===== src/rtl/fft_reorder_16_if.sv =====
// fft_reorder_16_if: sample stream bundle between the FFT back end and the reorder buffer
interface fft_reorder_16_if #(
    parameter int W = 16
);
    logic                in_valid;
    logic                in_ready;
    logic signed [W-1:0] in_re;
    logic signed [W-1:0] in_im;
    logic                out_valid;
    logic                out_ready;
    logic signed [W-1:0] out_re;
    logic signed [W-1:0] out_im;
    logic                out_first;
    logic                out_last;

    modport master (
        output in_valid, in_re, in_im, out_ready,
        input  in_ready, out_valid, out_re, out_im, out_first, out_last
    );

    modport slave (
        input  in_valid, in_re, in_im, out_ready,
        output in_ready, out_valid, out_re, out_im, out_first, out_last
    );
endinterface


===== src/rtl/fft_reorder_16.sv =====
// fft_reorder_16: ping-pong frame buffer turning bit-reversed FFT output into natural order
module fft_reorder_16 #(
    parameter int N     = 16,
    parameter int LOG2N = 4,
    parameter int W     = 16
) (
    input logic             clk,
    input logic             rst,
    fft_reorder_16_if.slave bus
);
    logic signed [W-1:0] mem_re_q [2*N];
    logic signed [W-1:0] mem_im_q [2*N];
    logic [LOG2N-1:0]    wcnt_q, rcnt_q, wadr;
    logic                wsel_q, rsel_q;
    logic [1:0]          full_q, full_d;
    logic                out_valid_q, out_first_q, out_last_q;
    logic signed [W-1:0] out_re_q, out_im_q;
    logic                acc, ld;

    assign acc = bus.in_valid && !full_q[wsel_q];
    assign ld  = full_q[rsel_q] && (!out_valid_q || bus.out_ready);

    assign bus.in_ready  = !full_q[wsel_q];
    assign bus.out_valid = out_valid_q;
    assign bus.out_re    = out_re_q;
    assign bus.out_im    = out_im_q;
    assign bus.out_first = out_first_q;
    assign bus.out_last  = out_last_q;

    // write address is the bit-reversed arrival count, so reads can walk linearly
    always_comb begin
        wadr = '0;
        for (int i = 0; i < LOG2N; i++) wadr[i] = wcnt_q[LOG2N-1-i];
    end

    // a bank fills on its last write and frees as its last entry moves to the output register
    always_comb begin
        full_d = full_q;
        if (acc && &wcnt_q) full_d[wsel_q] = 1'b1;
        if (ld && &rcnt_q) full_d[rsel_q] = 1'b0;
    end

    // sample storage, deliberately not reset
    always_ff @(posedge clk) begin
        if (acc) begin
            mem_re_q[{wsel_q, wadr}] <= bus.in_re;
            mem_im_q[{wsel_q, wadr}] <= bus.in_im;
        end
    end

    // bank bookkeeping and the registered output stage
    always_ff @(posedge clk) begin
        if (rst) begin
            wcnt_q      <= '0;
            rcnt_q      <= '0;
            wsel_q      <= 1'b0;
            rsel_q      <= 1'b0;
            full_q      <= '0;
            out_valid_q <= 1'b0;
            out_first_q <= 1'b0;
            out_last_q  <= 1'b0;
            out_re_q    <= '0;
            out_im_q    <= '0;
        end else begin
            full_q <= full_d;
            if (acc) begin
                wcnt_q <= wcnt_q + 1'b1;
                if (&wcnt_q) wsel_q <= !wsel_q;
            end
            if (ld) begin
                out_re_q    <= mem_re_q[{rsel_q, rcnt_q}];
                out_im_q    <= mem_im_q[{rsel_q, rcnt_q}];
                out_first_q <= (rcnt_q == '0);
                out_last_q  <= &rcnt_q;
                out_valid_q <= 1'b1;
                rcnt_q      <= rcnt_q + 1'b1;
                if (&rcnt_q) rsel_q <= !rsel_q;
            end else if (bus.out_ready) begin
                out_valid_q <= 1'b0;
            end
        end
    end
endmodule

===== src/flat_wrapper.sv =====
// flat-port wrapper written by rule: the top's interface ports become plain ports
module fft_reorder_16_flat 
#(
    parameter int N     = 16,
    parameter int LOG2N = 4,
    parameter int W     = 16
)
  (clk, rst, bus_in_valid, bus_in_re, bus_in_im, bus_out_ready, bus_in_ready, bus_out_valid, bus_out_re, bus_out_im, bus_out_first, bus_out_last);
  fft_reorder_16_if #(.W(W)) bus_i ();
  input logic clk;
  input logic rst;
  input wire logic [$bits(bus_i.in_valid)-1:0] bus_in_valid;
  input wire logic [$bits(bus_i.in_re)-1:0] bus_in_re;
  input wire logic [$bits(bus_i.in_im)-1:0] bus_in_im;
  input wire logic [$bits(bus_i.out_ready)-1:0] bus_out_ready;
  output wire logic [$bits(bus_i.in_ready)-1:0] bus_in_ready;
  output wire logic [$bits(bus_i.out_valid)-1:0] bus_out_valid;
  output wire logic [$bits(bus_i.out_re)-1:0] bus_out_re;
  output wire logic [$bits(bus_i.out_im)-1:0] bus_out_im;
  output wire logic [$bits(bus_i.out_first)-1:0] bus_out_first;
  output wire logic [$bits(bus_i.out_last)-1:0] bus_out_last;
  assign bus_i.in_valid = bus_in_valid;
  assign bus_i.in_re = bus_in_re;
  assign bus_i.in_im = bus_in_im;
  assign bus_i.out_ready = bus_out_ready;
  assign bus_in_ready = bus_i.in_ready;
  assign bus_out_valid = bus_i.out_valid;
  assign bus_out_re = bus_i.out_re;
  assign bus_out_im = bus_i.out_im;
  assign bus_out_first = bus_i.out_first;
  assign bus_out_last = bus_i.out_last;
  fft_reorder_16 #(.N(N), .LOG2N(LOG2N), .W(W)) u_core (.clk(clk), .rst(rst), .bus(bus_i));
endmodule

===== config.mk =====
export PLATFORM = sky130hd
export DESIGN_NAME = fft_reorder_16_flat
export DESIGN_NICKNAME = d
export VERILOG_FILES = /design/src/rtl/fft_reorder_16_if.sv /design/src/rtl/fft_reorder_16.sv /design/src/flat_wrapper.sv
export SDC_FILE = /design/constraint.sdc
export NUM_CORES = 1
export LEC_CHECK = 0
export ABC_AREA = 1
export BUFFER_PORTS_ARGS = -buffer_cell sky130_fd_sc_hd__buf_2
export CAP_MARGIN = 20
export CELL_PAD_IN_SITES_DETAIL_PLACEMENT = 1
export CELL_PAD_IN_SITES_GLOBAL_PLACEMENT = 1
export CORE_ASPECT_RATIO = 0.7
export CORE_MARGIN = 4
export CORE_UTILIZATION = 35
export CTS_BUF_LIST = sky130_fd_sc_hd__clkbuf_2
export CTS_CLUSTER_SIZE = 20
export DETAILED_ROUTE_END_ITERATION = 10
export PLACE_DENSITY_LB_ADDON = 0.2
export SLEW_MARGIN = 25
export SYNTH_ARGS = -nofsm -noshare
export SYNTH_HDL_FRONTEND = slang
export SYNTH_SLANG_ARGS = --single-unit

===== constraint.sdc =====
create_clock -name clk -period 2.7 [get_ports clk]
set_input_delay 0.27 -clock clk [delete_from_list [all_inputs] [get_ports clk]]
set_output_delay 0.27 -clock clk [all_outputs]
set_load 0.005 [all_outputs]

==> flow_summary.json <==
{
  "outcome": "finished, final reports clean",
  "reg2reg_slack_ns": 0.05,
  "clock-root-buffer": "clkbuf_2",
  "grt-ovfl-total": 0,
  "clkSinkCount": 1071,
  "worstPathArrival_ns": 3.83,
  "coreArea_um2": 127000,
  "port_buffers": 71,
  "h-tree-depth": 5,
  "max_stage_delay_ns": 0.38,
  "area_growth_pct": 15.5,
  "avgSynthCellArea_um2": 10.7,
  "grt_max_degree": 120,
  "io_pins": 72,
  "slew_violations": 0,
  "clock_path_buffers": 4,
  "clk_pin_slew_ns": 0.11,
  "critical_path.max_fanout": 14,
  "use_met2_pct": 34.3,
  "path_cells": "inv_4 -> nand2_2 -> o21ai_2 -> buf_4 -> buf_4 -> buf_4 -> buf_4 -> buf_4 -> buf_4 -> buf_4 -> nand2_1 -> inv_2 -> nand3_1 -> buf_4 -> nor2_4 -> buf_12 -> buf_12",
  "worst_clock_skew_ns": 0.127,
  "drc": 0,
  "hold_depth": 7,
  "synth_area_leader_cell": "edfxtp_1",
  "synth-edff-count": 1024,
  "period_needed_ns": 2.65,
  "synth.ff_latch_count": 1071,
  "power.density_nw_per_um2": 579,
  "relSlewSlack_pct": 30.2,
  "synth_top_cell_area_share_pct": 68.7,
  "placed_cells": 5842,
  "use_met3_pct": 4.49,
  "min_from": "bus_in_valid",
  "cts_buffers": 283,
  "vias_per_cell": 4.93,
  "wl_mm": 151,
  "die_h_um": 307,
  "reg2reg_to": "u_core.mem_re_q[0][11]$_DFFE_PP_",
  "ys_seq_area_share_pct": 70.8,
  "final_cells": 6428,
  "cp-end-kind": "register",
  "criticalPathCategory": "reg2reg",
  "hold_class": "in2reg",
  "chipWidth_um": 435,
  "worst_slew_pin_slew_ns": 1.05,
  "dp_slack_ns": 0.426,
  "initial_core_util_pct": 35.4,
  "die-area_um2": 134000,
  "syn_inst": 4178,
  "dp.final_hpwl_mm": 81.2,
  "ys.flop_type": "edfxtp_1",
  "top_usage_layer": "met2",
  "antenna_found_initial": 7,
  "drt_iter0_drc": 2584,
  "drive_gt1_share_pct": 15.9,
  "clock_latency_ns": 1.56,
  "drt-wirelength-per-cell_um": 23.5,
  "slowest_stage": "dfxtp_4",
  "via_count": 31700,
  "dr.pass1.iters": 5,
  "grt_pass1_vias": 32300,
  "cts_tree": "yes",
  "syn-num-nets": 4217,
  "final_antenna_net_count": 0,
  "p_leak_nw": 21.1,
  "placed_area_um2": 48100,
  "design_area_um2": 51700,
  "fin_crit_sh_pct": 98.1,
  "layout.nets": 4628,
  "std_cell_rows": 109,
  "cp.required_ns": 3.89,
  "grt_util_met1_pct": 31.2,
  "cap_violations": 0,
  "async_reset_ff_share_pct": 0,
  "grtUsageTotal_pct": 22.3,
  "fmax_mhz": 378,
  "hold_path_end": "u_core.wcnt_q[0]$_SDFFE_PP0P_",
  "rsz0062_at_grt": "true",
  "startpoint_type": "register",
  "grt_pass1_wl_mm": 219,
  "fin_ws_ns": 0.0523,
  "gp_congestion": 0.772,
  "finalSetupViolCount": 0,
  "hold_viol_final": 0,
  "r2r_start": "u_core.wsel_q$_SDFFE_PP0P_",
  "syn_area_um2": 44800,
  "vdd_drop_max_uv": 355,
  "fillers": 14200,
  "rr_worst_depth": 17,
  "ys_top_cells_by_area": "edfxtp_1, nand2_1, inv_1",
  "yosys_warnings": 0,
  "cpMostUsedCell": "buf_4",
  "synth_cell_types": 26
}
==> placed cells by master, fill, tap and decap left out <==
cell / n
a21boi_1: 1
a21oi_1: 192
and3_1: 1
buf_12: 75
buf_2: 91
buf_4: 89
buf_6: 1
clkbuf_16: 2
clkbuf_2: 423
clkinv_1: 26
clkinv_2: 4
dfxtp_1: 24
dfxtp_2: 10
dfxtp_4: 13
diode_2: 6
dlygate4sd3_1: 81
edfxtp_1: 1024
ha_1: 3
inv_1: 504
inv_16: 1
inv_2: 6
inv_4: 1
inv_8: 1
nand2_1: 1324
nand2_2: 1
nand3_1: 377
nor2_1: 282
nor2_4: 35
o21a_1: 1
o21ai_0: 136
o21ai_1: 26
o21ai_2: 1
o22ai_1: 1
==> per-layer routing <==
metal | share of wire (%) | vias up
li1 | - | 14700
met1 | 46 | 15800
met2 | 44 | 993
met3 | 6.6 | 246
met4 | 3.3 | 0
met5 | 0 | -
==> worst max path at each step <==
stage / cells after the start / slack (ns) / to / startpoint
floorplan: 6 / -0.19 / u_core.mem_im_q[10][0]$_DFFE_PP_ / u_core.wsel_q$_SDFFE_PP0P_
global placement: 11 / 0.43 / u_core.bus.out_im[10]$_SDFFE_PP0P_ / u_core.rcnt_q[0]$_SDFFE_PP0P_
detailed placement: 9 / 0.43 / u_core.bus.out_re[4]$_SDFFE_PP0P_ / u_core.rcnt_q[0]$_SDFFE_PP0P_
CTS: 3 / -0.03 / bus_in_ready / u_core.wsel_q$_SDFFE_PP0P_
global route: 17 / -0.02 / u_core.mem_re_q[0][11]$_DFFE_PP_ / u_core.wsel_q$_SDFFE_PP0P_
finish: 17 / 0.05 / u_core.mem_re_q[0][11]$_DFFE_PP_ / u_core.wsel_q$_SDFFE_PP0P_
==> repair_timing <==
action / CTS / global route
setup buffers: 9 / 3
hold buffers: 93 / 20
pin swaps: 0 / 2
endpoints found under the hold margin: 2095 / 625
gates cloned: 0 / 2
setup endpoints to repair: 20 / 22
gates resized for setup: 35 / 1
==> critical path: cells and delay by family, from the launching register on <==
kind / cells / cell delay, ns
and+or+nand+nor: 4 / 0.28
DFF: 1 / 0.38
buffers and inverters: 12 / 1.57
AOI/OAI and AO/OA: 1 / 0.06
==> logic make-up (layout without fill, tap and decap cells) <==
kind of cell               after synthesis  count (layout)  synth area share [%]
adders and majority gates                3               3                0.0839
and+or+nand+nor                       2020            2020                  18.0
other                                    0               6                     0
AOI/OAI and AO/OA                      358             358                  4.02
DFF                                   1071            1071                  70.8
buffers and inverters                  726            1305                  7.09
==> registers in the layout, indices dropped and copies added, names as in the netlist, 2 cells and up <==
| name | count |
|---|---|
| u_core.full_q | 2 |
| u_core.mem_im_q | 512 |
| u_core.rcnt_q | 4 |
| u_core.wcnt_q | 4 |
| u_core.bus.out_re | 16 |
| u_core.bus.out_im | 16 |
| u_core.mem_re_q | 512 |
==> synthesized netlist by cell type (2+ instances only) <==
master    number
a21oi_1      192
clkbuf_1      50
buf_6         31
buf_4         13
nor2_2         2
dfxtp_1       47
ha_1           3
nand2_1     1325
edfxtp_1    1024
inv_2          5
buf_2         99
o21ai_0      136
nand3_1      377
nor2_1       315
buf_1         16
o21ai_1       27
buf_8          2
inv_1        506
==> report_power, final <==
group	switching [W]	internal, W	total [W]
Sequential	0.0000237	0.0182	0.0183
Clock	0.00676	0.00406	0.0108
Combinational	0.000580	0.000256	0.000836
Total	0.00736	0.0226	0.0299
==> layout make-up <==
| cell class | count | area [um2] | share of cell area, % |
|---|---|---|---|
| multi-input cells | 2381 | 10200 | 19.7 |
| inverters | 513 | 1950 | 3.78 |
| diodes | 6 | 15.0 | 0.0290 |
| repair buffers | 339 | 3500 | 6.76 |
| clock buffers | 423 | 2120 | 4.10 |
| well taps | 1665 | 2080 | 4.03 |
| clock inverters | 30 | 116 | 0.225 |
| flip-flops and latches | 1071 | 31800 | 61.4 |
==> through the flow <==
stage,hold WS [ns],total power [W],util (%),setup TNS [ns]
2_1_floorplan,0.339,0.0189,-,-184.57
3_3_place_gp,0.459,0.0193,38.0,0
3_5_place_dp,0.459,0.0193,38.0,0
4_1_cts,0.00336,0.0303,40.7,-0.0360
5_1_grt,0.191,0.0313,40.8,-0.0249
6_report,0.278,0.0299,40.8,0
Note: power is estimated with default switching activity, not from simulation.
